`config.mk`:
```
export PLATFORM = sky130hd
export DESIGN_NAME = frv_pipeline_fetch
export DESIGN_NICKNAME = d
export VERILOG_FILES = /design/src/rtl/frv_pipeline_fetch.sv
export SDC_FILE = /design/constraint.sdc
export NUM_CORES = 1
export LEC_CHECK = 0
export BUFFER_PORTS_ARGS = -buffer_cell sky130_fd_sc_hd__clkbuf_2
export CAP_MARGIN = 20
export CORE_ASPECT_RATIO = 1.5
export CORE_UTILIZATION = 40
export CTS_BUF_LIST = sky130_fd_sc_hd__clkbuf_16
export CTS_CLUSTER_DIAMETER = 60
export DETAILED_ROUTE_END_ITERATION = 7
export GPL_TIMING_DRIVEN = 0
export PLACE_DENSITY = 0.63
export SYNTH_ARGS = -nofsm -noshare
export SYNTH_HDL_FRONTEND = slang
export SYNTH_SLANG_ARGS = --single-unit
```
`constraint.sdc`:
```
create_clock -name g_clk -period 9.46 [get_ports g_clk]
set_clock_uncertainty 0.1 [all_clocks]
set_input_delay 1.892 -clock g_clk [delete_from_list [all_inputs] [get_ports g_clk]]
set_output_delay 1.892 -clock g_clk [all_outputs]
set_load 0.05 [all_outputs]
```
`src/rtl/frv_pipeline_fetch.sv`:
```
`default_nettype none
// ============================================================================
//  Module      : frv_pipeline_fetch
//  Description : Instruction fetch stage. Issues sequential word-aligned
//                requests to instruction memory (at most one in flight) and
//                buffers the responses in a 2-entry FIFO that feeds decode.
//                The backend redirects fetch with a control flow change
//                request, which flushes buffered words and discards any
//                response still in flight.
//
//  Ports       : g_clk, g_resetn          clock / sync active-low reset
//                cf_req, cf_target        control flow change from backend
//                cf_ack                   control flow change accepted
//                imem_cen, imem_addr      instruction memory request
//                imem_stall               memory holds off acceptance
//                imem_error, imem_rdata   response, one cycle after accept
//                s1_p_valid, s1_p_busy    handshake to decode
//                s1_data, s1_pc, s1_error head FIFO entry presented to decode
//
//  Revision    : 1.0 - initial release
// ============================================================================
module frv_pipeline_fetch #(
    parameter logic [31:0] FRV_PC_RESET_VALUE = 32'h8000_0000
) (
    input  logic        g_clk,
    input  logic        g_resetn,
    input  logic        cf_req,
    input  logic [31:0] cf_target,
    output logic        cf_ack,
    output logic        imem_cen,
    output logic [31:0] imem_addr,
    input  logic        imem_stall,
    input  logic        imem_error,
    input  logic [31:0] imem_rdata,
    output logic        s1_p_valid,
    input  logic        s1_p_busy,
    output logic [31:0] s1_data,
    output logic [31:0] s1_pc,
    output logic        s1_error
);

    localparam logic [31:0] c_pc_step   = 32'd4;
    localparam logic [31:0] c_word_mask = 32'hFFFF_FFFC;

    // Fetch state
    logic [31:0] r_fetch_pc;   // address of the next request to issue
    logic [31:0] r_resp_pc;    // address of the request currently in flight
    logic        r_in_flight;  // a response arrives this cycle
    logic        r_discard;    // the arriving response belongs to a stale path
    logic        r_hold;       // a request was stalled last cycle and must stay up

    // Response FIFO
    logic [1:0]  r_count;
    logic        r_head;
    logic [31:0] r_fifo_data [0:1];
    logic [31:0] r_fifo_pc   [0:1];
    logic        r_fifo_err  [0:1];

    logic        w_pop;
    logic [1:0]  w_count_after_pop;
    logic        w_room;
    logic        w_accept;
    logic        w_cf_fire;
    logic        w_push;
    logic        w_tail;

    assign w_pop             = (r_count != 2'd0) && !s1_p_busy;
    assign w_count_after_pop = r_count - {1'b0, w_pop};

    // Space is counted against the FIFO as it will be after this cycle's pop,
    // so a continuously draining decode sees one request per cycle.
    assign w_room = (({1'b0, w_count_after_pop} + {2'b0, r_in_flight}) < 3'd2);

    // A stalled request stays asserted regardless of FIFO space or a pending
    // redirect, keeping the address stable until memory accepts it.
    assign imem_cen  = g_resetn && (r_hold || (!cf_req && w_room));
    assign imem_addr = r_fetch_pc;

    assign w_accept  = imem_cen && !imem_stall;

    // The redirect is held off until any stalled request has been accepted.
    assign cf_ack    = g_resetn && cf_req && !(imem_cen && imem_stall);
    assign w_cf_fire = cf_req && cf_ack;

    // Responses on a flushed path are dropped, including one arriving in the
    // very cycle the redirect is acknowledged.
    assign w_push    = r_in_flight && !r_discard && !w_cf_fire;
    assign w_tail    = r_head ^ r_count[0];

    assign s1_p_valid = (r_count != 2'd0);
    assign s1_data    = r_fifo_data[r_head];
    assign s1_pc      = r_fifo_pc[r_head];
    assign s1_error   = r_fifo_err[r_head];

    always_ff @(posedge g_clk) begin
        if (!g_resetn) begin
            r_fetch_pc  <= FRV_PC_RESET_VALUE;
            r_resp_pc   <= FRV_PC_RESET_VALUE;
            r_in_flight <= 1'b0;
            r_discard   <= 1'b0;
            r_hold      <= 1'b0;
            r_count     <= 2'd0;
            r_head      <= 1'b0;
        end else begin
            r_in_flight <= w_accept;
            r_hold      <= imem_cen && imem_stall;
            // A held request accepted in the redirect cycle is stale.
            r_discard   <= w_cf_fire && w_accept;

            if (w_accept) begin
                r_resp_pc <= r_fetch_pc;
            end

            if (w_cf_fire) begin
                r_fetch_pc <= cf_target & c_word_mask;
                r_count    <= 2'd0;
                r_head     <= 1'b0;
            end else begin
                if (w_accept) begin
                    r_fetch_pc <= r_fetch_pc + c_pc_step;
                end
                if (w_push && !w_pop) begin
                    r_count <= r_count + 2'd1;
                end else if (!w_push && w_pop) begin
                    r_count <= r_count - 2'd1;
                end
                if (w_pop) begin
                    r_head <= ~r_head;
                end
            end
        end
    end

    // Entry storage carries no reset; occupancy is tracked by r_count.
    always_ff @(posedge g_clk) begin
        if (w_push) begin
            r_fifo_data[w_tail] <= imem_rdata;
            r_fifo_pc[w_tail]   <= r_resp_pc;
            r_fifo_err[w_tail]  <= imem_error;
        end
    end

endmodule
`default_nettype wire

```
## Word level (Yosys, flattened, before mapping)

Memories as Yosys holds them, arrays and structs flattened. A register that Yosys moved wholly into a read port is not among the register bits.
Cells that the tools add are included.
W data, S select, Z words.

| word-level totals | value |
|---|---|
| register bits | 70 |
| bits in writable memories | 130 |
| bits of input ports | 70 |
| output and inout port bits | 100 |
| memories | 3 |

| cells by class | value |
|---|---|
| add/sub/neg operators | 5 |
| $lt $le $gt $ge | 1 |
| mux-type cells | 12 |
| bitwise operators | 3 |
| reductions and logical operators | 26 |

Memories:

| name | depth | width | rd ports | clocked after memory_dff | wr ports | RTL line | source |
|---|---|---|---|---|---|---|---|
| r_fifo_data | 2 | 32 | 1 | 1 | 1 | 55 | `logic [31:0] r_fifo_data [0:1];` |
| r_fifo_pc | 2 | 32 | 1 | 1 | 1 | 56 | `logic [31:0] r_fifo_pc [0:1];` |
| r_fifo_err | 2 | 1 | 1 | 1 | 1 | 57 | `logic r_fifo_err [0:1];` |

Operators with widths:

| kind | number |
|---|---|
| $mux W32 | 2 |
| $add A32 B3 Y32 const B | 1 |
| $logic_and A1 B1 Y1 | 13 |
| $logic_not A1 Y1 | 8 |
| $mux W1 | 8 |
| $reduce_bool A2 Y1 | 3 |
| $mux W2 | 2 |
| $add A2 B1 Y3 | 1 |
| $lt A3 B2 Y1 const B | 1 |
| $add A2 B1 Y2 const B | 1 |
| $not A1 Y1 | 2 |
| $reduce_or A2 Y1 | 1 |
| $sub A2 B1 Y2 | 1 |
| $sub A2 B1 Y2 const B | 1 |
| $logic_or A1 B1 Y1 | 1 |
| $xor A1 B1 Y1 | 1 |

## Depth between registers and ports, before layout

Gate-level depths: netlist of the first run.

| logic depth | value |
|---|---|
| word-level depth | 18 |
| gate-level depth with buffers | 11 |
| gate-level depth less buffers | 9 |

## Worst setup path after synthesis of the first run

Ideal clock, no wire load.

| timing | value |
|---|---|
| kind | in2reg |
| from | input port imem_stall |
| to | memory r_fifo_data[0][0] (enable) |
| setup time | 0.661 ns |
| arrival time | 9.464 ns |
| required time | 8.699 ns |
| slack | -0.765 ns |
| cell stages on the path | 6 |
| path buffers | 3 |
| cells stage by stage | buf_2 > nand2_1 > and3_1 > clkbuf_1 > clkbuf_1 > nor4b_1 |

| between the ends | value |
|---|---|
| word-level cells in the longest chain between the ends | 8 |

RTL lines:

| what | RTL line | source |
|---|---|---|
| start: declaration | 32 | `input logic imem_stall,` |
| $logic_and A1 B1 Y1 | 82 | `assign cf_ack = g_resetn && cf_req && !(imem_cen && imem_stall);` |
| $logic_not A1 Y1 | 82 |  |
| $logic_and A1 B1 Y1 | 82 |  |
| named net cf_ack | 29 | `output logic cf_ack,` |
| $logic_and A1 B1 Y1 | 83 | `assign w_cf_fire = cf_req && cf_ack;` |
| $logic_not A1 Y1 | 87 | `assign w_push = r_in_flight && !r_discard && !w_cf_fire;` |
| $logic_and A1 B1 Y1 | 87 |  |
| $mux W1 | 136 | `if (w_push) begin` |
| $mux W1 (implied by the code) | 137 | `r_fifo_data[w_tail] <= imem_rdata;` |
| end: declaration | 55 |  |

The timed path passes the listed nets, and every way through them passes these cells.

## Worst setup path in the final report of the first run

| timing | value |
|---|---|
| from | input port g_resetn |
| to | output port cf_ack |

| between the ends | value |
|---|---|
| word-level cells in the longest chain between the ends | 4 |
| elaborated cells between the ends (all ways) | 5 |
| classes of those cells | 5 x reduce/logical |

RTL lines:

| what | RTL line | source |
|---|---|---|
| start: declaration | 26 | `input logic g_resetn,` |
| $logic_and A1 B1 Y1 | 76 | `assign imem_cen = g_resetn && (r_hold \|\| (!cf_req && w_room));` |
| $logic_and A1 B1 Y1 | 82 |  |
| $logic_not A1 Y1 | 82 |  |
| $logic_and A1 B1 Y1 (*) | 82 |  |
| end: declaration | 29 |  |

Every way passes the cells marked *; elsewhere a longest branch is shown, timed or not.

==> impl_metrics.tcl, run 1 <==
set metrics [dict create \
    dpl.hpwl_um 13390 \
    postCtsHoldBufs 0 \
    reg2reg_depth 9 \
    cts_tree "yes" \
    antenna_found_initial 0 \
    cpPeakStageDelay_ns 0.54 \
    path_cells "clkbuf_1 > and3_1 > clkbuf_1 > clkbuf_1 > clkbuf_2" \
    io_pins 170 \
    tns_ns 0 \
    drive_gt1_share_pct 34.75 \
    cts_made_buffers 17 \
    cp_top_family "buffers and inverters" \
    outcome "finished clean" \
    gp_congestion 0.8959 \
    die_h_um 173.8 \
    grt_setup_unrepaired "false" \
    hold_viol 0 \
    num_rows 62 \
    required_ns 7.47 \
    synth-seq-area-share_pct 65.09 \
    ys_async_sr_fraction_pct 0 \
    slowest_stage "clkbuf_1" \
    slew_headroom_pct 33.80 \
    die_x_um 116.6 \
    layout.cells.non_filler 1082 \
    post-route-min-period_ns 5.724 \
    fmax_mhz 174.7 \
    worstSetupPathType "in -> out" \
    ys_seq_elements 193 \
    grt_overflow 0 \
    drc 0 \
    track_usage_pct 19.15 \
    drt_iter0_drc 346 \
    clk_pin_slew_ns 0.07 \
    hold_path_startpoint "r_resp_pc[22]" \
    hold_path_end "r_fifo_pc[0][22]" \
    dpl-instance-area_mm2 0.009124 \
    drt-wirelength-per-cell_um 17.34 \
    fillCellCount 1798 \
    synth_area_per_cell_um2 12.62 \
    power_density_mw_per_mm2 191.5 \
    syn_to_final_growth_pct 23.03 \
    syn_inst 624 \
    drt-pass1-iter-count 5 \
    r2r_setup_slack_ns 6.36 \
    syn_area_mm2 0.007874 \
    clock-sinks 193 \
    htreeDepth 4 \
    crit_buf_inv 4 \
    post_cts_resize_count 0 \
    crit_path_frequent_cell "clkbuf_1" \
    slew_viol_final 0 \
    cp.arrival_ns 3.73 \
    root_buffer "clkbuf_16" \
    drtAntennaViolNets 0 \
    regArea_mm2 0.005125 \
    wirelength_um 18760 \
    vias 5528 \
    avgViaCountPerCell 5.109 \
    finalPower_mw 1.855 \
    port_buffers 161 \
    hp-class "reg -> reg" \
    grt_pass1_vias 5423 \
    final_nets 886 \
    min_period_over_period_pct 60.51 \
    synth_warnings 0 \
    grt_pass1_wl_um 28950 \
    dieArea_mm2 0.02026 \
    synthFlopType "edfxtp_1" \
    clock_path_buffers 2 \
    ir_worst_vdd_mv 0.1195 \
    fin_util_pct 50.35 \
    cp_max_fo 10 \
    holdWs_ns 0.3558 \
    multiInputGateArea_mm2 0.002574 \
    cts_setup_buffers 0 \
    clock_latency_ns 0.43 \
    reg2reg_to "r_resp_pc[3]" \
    synth_edf_count 126 \
    worstMarginPinSlew_ns 0.9930 \
    setup_ws_ns 3.736 \
    dp_cells 1050 \
    r2r_start "r_count[0]" \
    endpoint_kind "output pin" \
    drv_cap 0 \
    p_leak_nw 3.527 \
    postLayoutCellArea_mm2 0.009687 \
    grt_max_degree 46 \
    synth.distinct_cells 62 \
    antennaDiodeCount 0 \
    core-area_mm2 0.01924 \
    start_util_pct 40.93 \
    start_kind "input pin" \
    pre_cts_ws_ns 3.762 \
    setup_violations 0 \
    worstHoldPathCells 0 \
]
-- routing by layer --
| layer | part of all wire [%] | GRT usage [%] | vias up |
|---|---|---|---|
| li1 | - | - | 2681 |
| met1 | 40 | 22.14 | 2664 |
| met2 | 53 | 33.97 | 167 |
| met3 | 5.6 | 4.615 | 16 |
| met4 | 1.2 | 6.382 | 0 |
| met5 | 0 | 0 | - |
-- state kept, by name (all words and copies together), names as in the netlist, named ones only --
signal,count
r_fifo_data,64
r_fifo_pc,60
imem_addr,30
r_resp_pc,30
r_count,2
r_fifo_err,2
r_discard,1
r_head,1
r_hold,1
r_in_flight,1
-- cell type report --
type                            instances  share of cell area (%)
Buffer                                 40                   1.834
Clock buffer                           18                   4.650
Clock inverter                         14                   1.162
Inverter                                7                  0.2712
Multi-Input combinational cell        387                   26.57
Sequential cell                       193                   52.91
Tap cell                              256                   3.307
Timing Repair Buffer                  167                   9.300
-- where the power goes --
group	switching, mW	internal [mW]
logic	0.159	0.0634
registers	0.0229	0.923
clock network	0.311	0.376
total	0.493	1.36
-- cells by family after synthesis --
family	synth area share [%]
buffers and inverters	2.590
xor gates and xnor gates	1.224
DFF	65.09
and+or+nand+nor	12.17
adders and majority gates	0.4768
muxes	9.280
other	0.04763
AOI/OAI and AO/OA	9.122
-- layout by cell type, fill, tap and decap left out, types with 15 or more instances in the layout --
| cell | netlist | layout |
|---|---|---|
| clkbuf_16 | 0 | 18 |
| a21oi_1 | 18 | 18 |
| clkbuf_1 | 23 | 23 |
| o21ai_0 | 52 | 52 |
| dfxtp_1 | 67 | 67 |
| nand2_1 | 83 | 83 |
| a31oi_1 | 15 | 15 |
| mux2_2 | 64 | 64 |
| edfxtp_1 | 126 | 126 |
| nor2_1 | 25 | 25 |
| clkbuf_2 | 0 | 161 |
-- Yosys cell counts, types with 4 or more instances --
library cell / n / area share [%]
nor3_1: 6 / 0.38
and2_1: 4 / 0.32
buf_1: 5 / 0.24
nand2_1: 83 / 4.0
buf_4: 5 / 0.48
nand4b_1: 6 / 0.67
a31oi_1: 15 / 1.2
clkbuf_1: 23 / 1.1
mux2_2: 64 / 9.2
inv_1: 7 / 0.33
and3_1: 5 / 0.40
a22oi_1: 5 / 0.48
xnor2_1: 8 / 0.89
a21oi_1: 18 / 1.1
nand4_1: 7 / 0.56
dfxtp_1: 67 / 17
edfxtp_1: 126 / 48
nand2b_1: 4 / 0.32
nand3_1: 11 / 0.70
or3_1: 7 / 0.56
o21ai_0: 52 / 3.3
nor2_1: 25 / 1.2
nor4_1: 4 / 0.32
o211ai_1: 5 / 0.48
buf_2: 7 / 0.44
-- worst max path at each step --
stage	to	slack, ns	startpoint	cells after the start
floorplan	r_fifo_data[0][0]	2.37	imem_stall	6
global route	cf_ack	3.58	g_resetn	5
detailed placement	cf_ack	3.76	g_resetn	5
CTS	cf_ack	3.76	g_resetn	5
global placement	r_fifo_pc[0][29]	0.05	imem_stall	6
finish	cf_ack	3.74	g_resetn	5
Power figures use the tool's default switching activity.
==> inputs of run 2 (changes only) <==
--- a/config.mk
+++ b/config.mk
@@ -13,7 +13,7 @@
 export CTS_CLUSTER_DIAMETER = 60
 export DETAILED_ROUTE_END_ITERATION = 7
 export GPL_TIMING_DRIVEN = 0
-export PLACE_DENSITY = 0.63
+export PLACE_DENSITY = 0.61
 export SYNTH_ARGS = -nofsm -noshare
 export SYNTH_HDL_FRONTEND = slang
 export SYNTH_SLANG_ARGS = --single-unit
==> constraint.sdc (replaced) <==
create_clock -name g_clk -period 5.9 [get_ports g_clk]
set_clock_uncertainty 0.1 [all_clocks]
set_input_delay 1.18 -clock g_clk [delete_from_list [all_inputs] [get_ports g_clk]]
set_output_delay 1.18 -clock g_clk [all_outputs]
set_load 0.05 [all_outputs]
==> run 2 against run 1 <==
Combinational power is 60% higher. Worst hold slack worse by 0.0069 ns. First-iteration DRC count rose by 24%. Die area unchanged. Critical path depth unchanged. Sequential power up 61%. Critical endpoint unchanged.
==> impl_metrics.tcl, run 2 (synthesis gave the netlist of run 1 again) <==
set metrics [dict create \
    outcome "finished clean" \
    start_util_pct 40.93 \
    cts_tree "yes" \
    avgViaCountPerCell 5.205 \
    drtAntennaViolNets 0 \
    crit_start "g_resetn" \
    track_usage_pct 19.70 \
    cpPeakStageDelay_ns 0.50 \
    antennaDiodeCount 0 \
    grt_overflow 0 \
    top_register "r_fifo_data" \
    slew_viol_final 0 \
    io_pins 170 \
    worstHoldPathCells 0 \
    dpl-instance-area_mm2 0.009089 \
    power_switching_mw 0.7913 \
    reg2reg_to "r_resp_pc[30]" \
    power_frac_comb_pct 12.1 \
    die_h_um 173.8 \
    intPower_mw 2.160 \
    reg.largest.list "r_fifo_data: 64 flops, r_fifo_pc: 60 flops" \
    ir_worst_vdd_mv 0.1465 \
    multiInputGateArea_mm2 0.002574 \
    postCtsHoldBufs 0 \
    cp.arrival_ns 2.99 \
    die_x_um 116.6 \
    port_buffers 161 \
    clk_pin_slew_ns 0.07 \
    clock_latency_ns 0.44 \
    fmax_mhz 234.5 \
    worstMarginPinSlew_ns 1.051 \
    antenna_found_initial 0 \
    crit_path_frequent_cell "clkbuf_1" \
    vias 5627 \
    drc 0 \
    slew_headroom_pct 29.92 \
    switching_share_pct 26.81 \
    fillCellCount 1809 \
    postLayoutCellArea_mm2 0.009634 \
    endpoint "cf_ack" \
    drv_cap 0 \
    core-area_mm2 0.01924 \
    grt_setup_unrepaired "false" \
    pre_cts_ws_ns 1.691 \
    cp_max_fo 10 \
    drive_gt1_share_pct 34.55 \
    layout.cells.most_common_list "161 x clkbuf_2, 126 x edfxtp_1, 83 x nand2_1" \
    pwr-share-clk_pct 36.5 \
    drt-wirelength-per-cell_um 17.58 \
    hp-class "reg -> reg" \
    htreeDepth 4 \
    final_nets 885 \
    dpl.hpwl_um 13790 \
    drt-pass1-iter-count 5 \
    endpoint_kind "output pin" \
    crit_buf_inv 4 \
    regArea_mm2 0.005125 \
    pwr-share-seq_pct 51.4 \
    slowest_stage "clkbuf_1" \
    clock-sinks 193 \
    grt_max_degree 64 \
    required_ns 4.62 \
    power_density_mw_per_mm2 306.4 \
    drt_iter0_drc 428 \
    syn_to_final_growth_pct 22.36 \
    cp_num_cells 5 \
    setup_ws_ns 1.635 \
    clock_path_buffers 2 \
    num_rows 62 \
    dieArea_mm2 0.02026 \
    path_cells "clkbuf_1 > and3_1 > clkbuf_1 > clkbuf_1 > clkbuf_2" \
    cts_setup_buffers 0 \
    min_period_over_period_pct 72.29 \
    p_leak_nw 3.528 \
    grt_pass1_wl_um 29790 \
    gp_congestion 0.9100 \
    post-route-min-period_ns 4.265 \
    root_buffer "clkbuf_16" \
    r2r_start "r_count[0]" \
    r2r_setup_slack_ns 2.82 \
    worstSetupPathType "in -> out" \
    cts_made_buffers 17 \
    setup_violations 0 \
    layout_commonest_cell "clkbuf_2" \
    reg2reg_depth 10 \
    grt_pass1_vias 5788 \
    post_cts_resize_count 0 \
    hold_viol 0 \
    start_kind "input pin" \
    largest_reg_flops 64 \
    cp_top_family "buffers and inverters" \
    wirelength_um 19000 \
]
run 2: changes by cell type in the layout (fill, tap and decap cells not counted), sizes merged:
| cell | change |
|---|---|
| inv | +7 |
| clkbuf | -1 |
| clkinv | -4 |
| buf | -1 |
| clkinvlp | -2 |
run 2: layout make-up:
cell class	count	share of cell area, %
flip-flops and latches	193	53.19
repair buffers	166	8.987
clock inverters	15	1.247
clock buffers	17	4.416
inverters	7	0.2727
well taps	256	3.325
plain buffers	40	1.844
multi-input cells	387	26.71
run 2: how the worst min path moves through the flow:
stage | to | slack (ns) | startpoint
floorplan | r_fifo_pc[0][10] | 0.33 | r_resp_pc[10]
global placement | r_fifo_pc[0][23] | 0.33 | r_resp_pc[23]
detailed placement | r_fifo_pc[0][4] | 0.34 | r_resp_pc[4]
CTS | r_fifo_pc[1][4] | 0.35 | r_resp_pc[4]
global route | r_fifo_pc[1][4] | 0.36 | r_resp_pc[4]
finish | r_fifo_pc[0][28] | 0.35 | r_resp_pc[28]
run 2: routing by layer:
layer / GRT usage, % / share of wire, % / vias to the layer above
met3: 4.615 / 5.6 / 37
met1: 21.67 / 38 / 2690
met4: 10.02 / 3.0 / 0
met2: 34.62 / 53 / 219
li1: - / - / 2681
met5: 0 / 0 / -
run 2: power by group through the flow:
| stage | clock network [mW] | logic [mW] | registers (mW) |
|---|---|---|---|
| floorplan | 0 | 0.206 | 1.58 |
| global placement | 0 | 0.349 | 1.55 |
| detailed placement | 0 | 0.358 | 1.55 |
| CTS | 1.10 | 0.359 | 1.52 |
| global route | 1.15 | 0.380 | 1.52 |
| finish | 1.08 | 0.357 | 1.52 |
run 2: stage by stage:
stage / power (mW) / cells / util [%] / setup TNS, ns / hold slack [ns]
after floorplan: 1.791 / 627 / - / 0 / 0.3254
after global placement: 1.895 / 1044 / 46.92 / -15.46 / 0.3342
after detailed placement: 1.905 / 1049 / 47.24 / 0 / 0.3390
after CTS: 2.978 / 1081 / 50.08 / 0 / 0.3510
after global routing: 3.056 / 1081 / 50.08 / 0 / 0.3644
final: 2.952 / 1081 / 50.08 / 0 / 0.3489
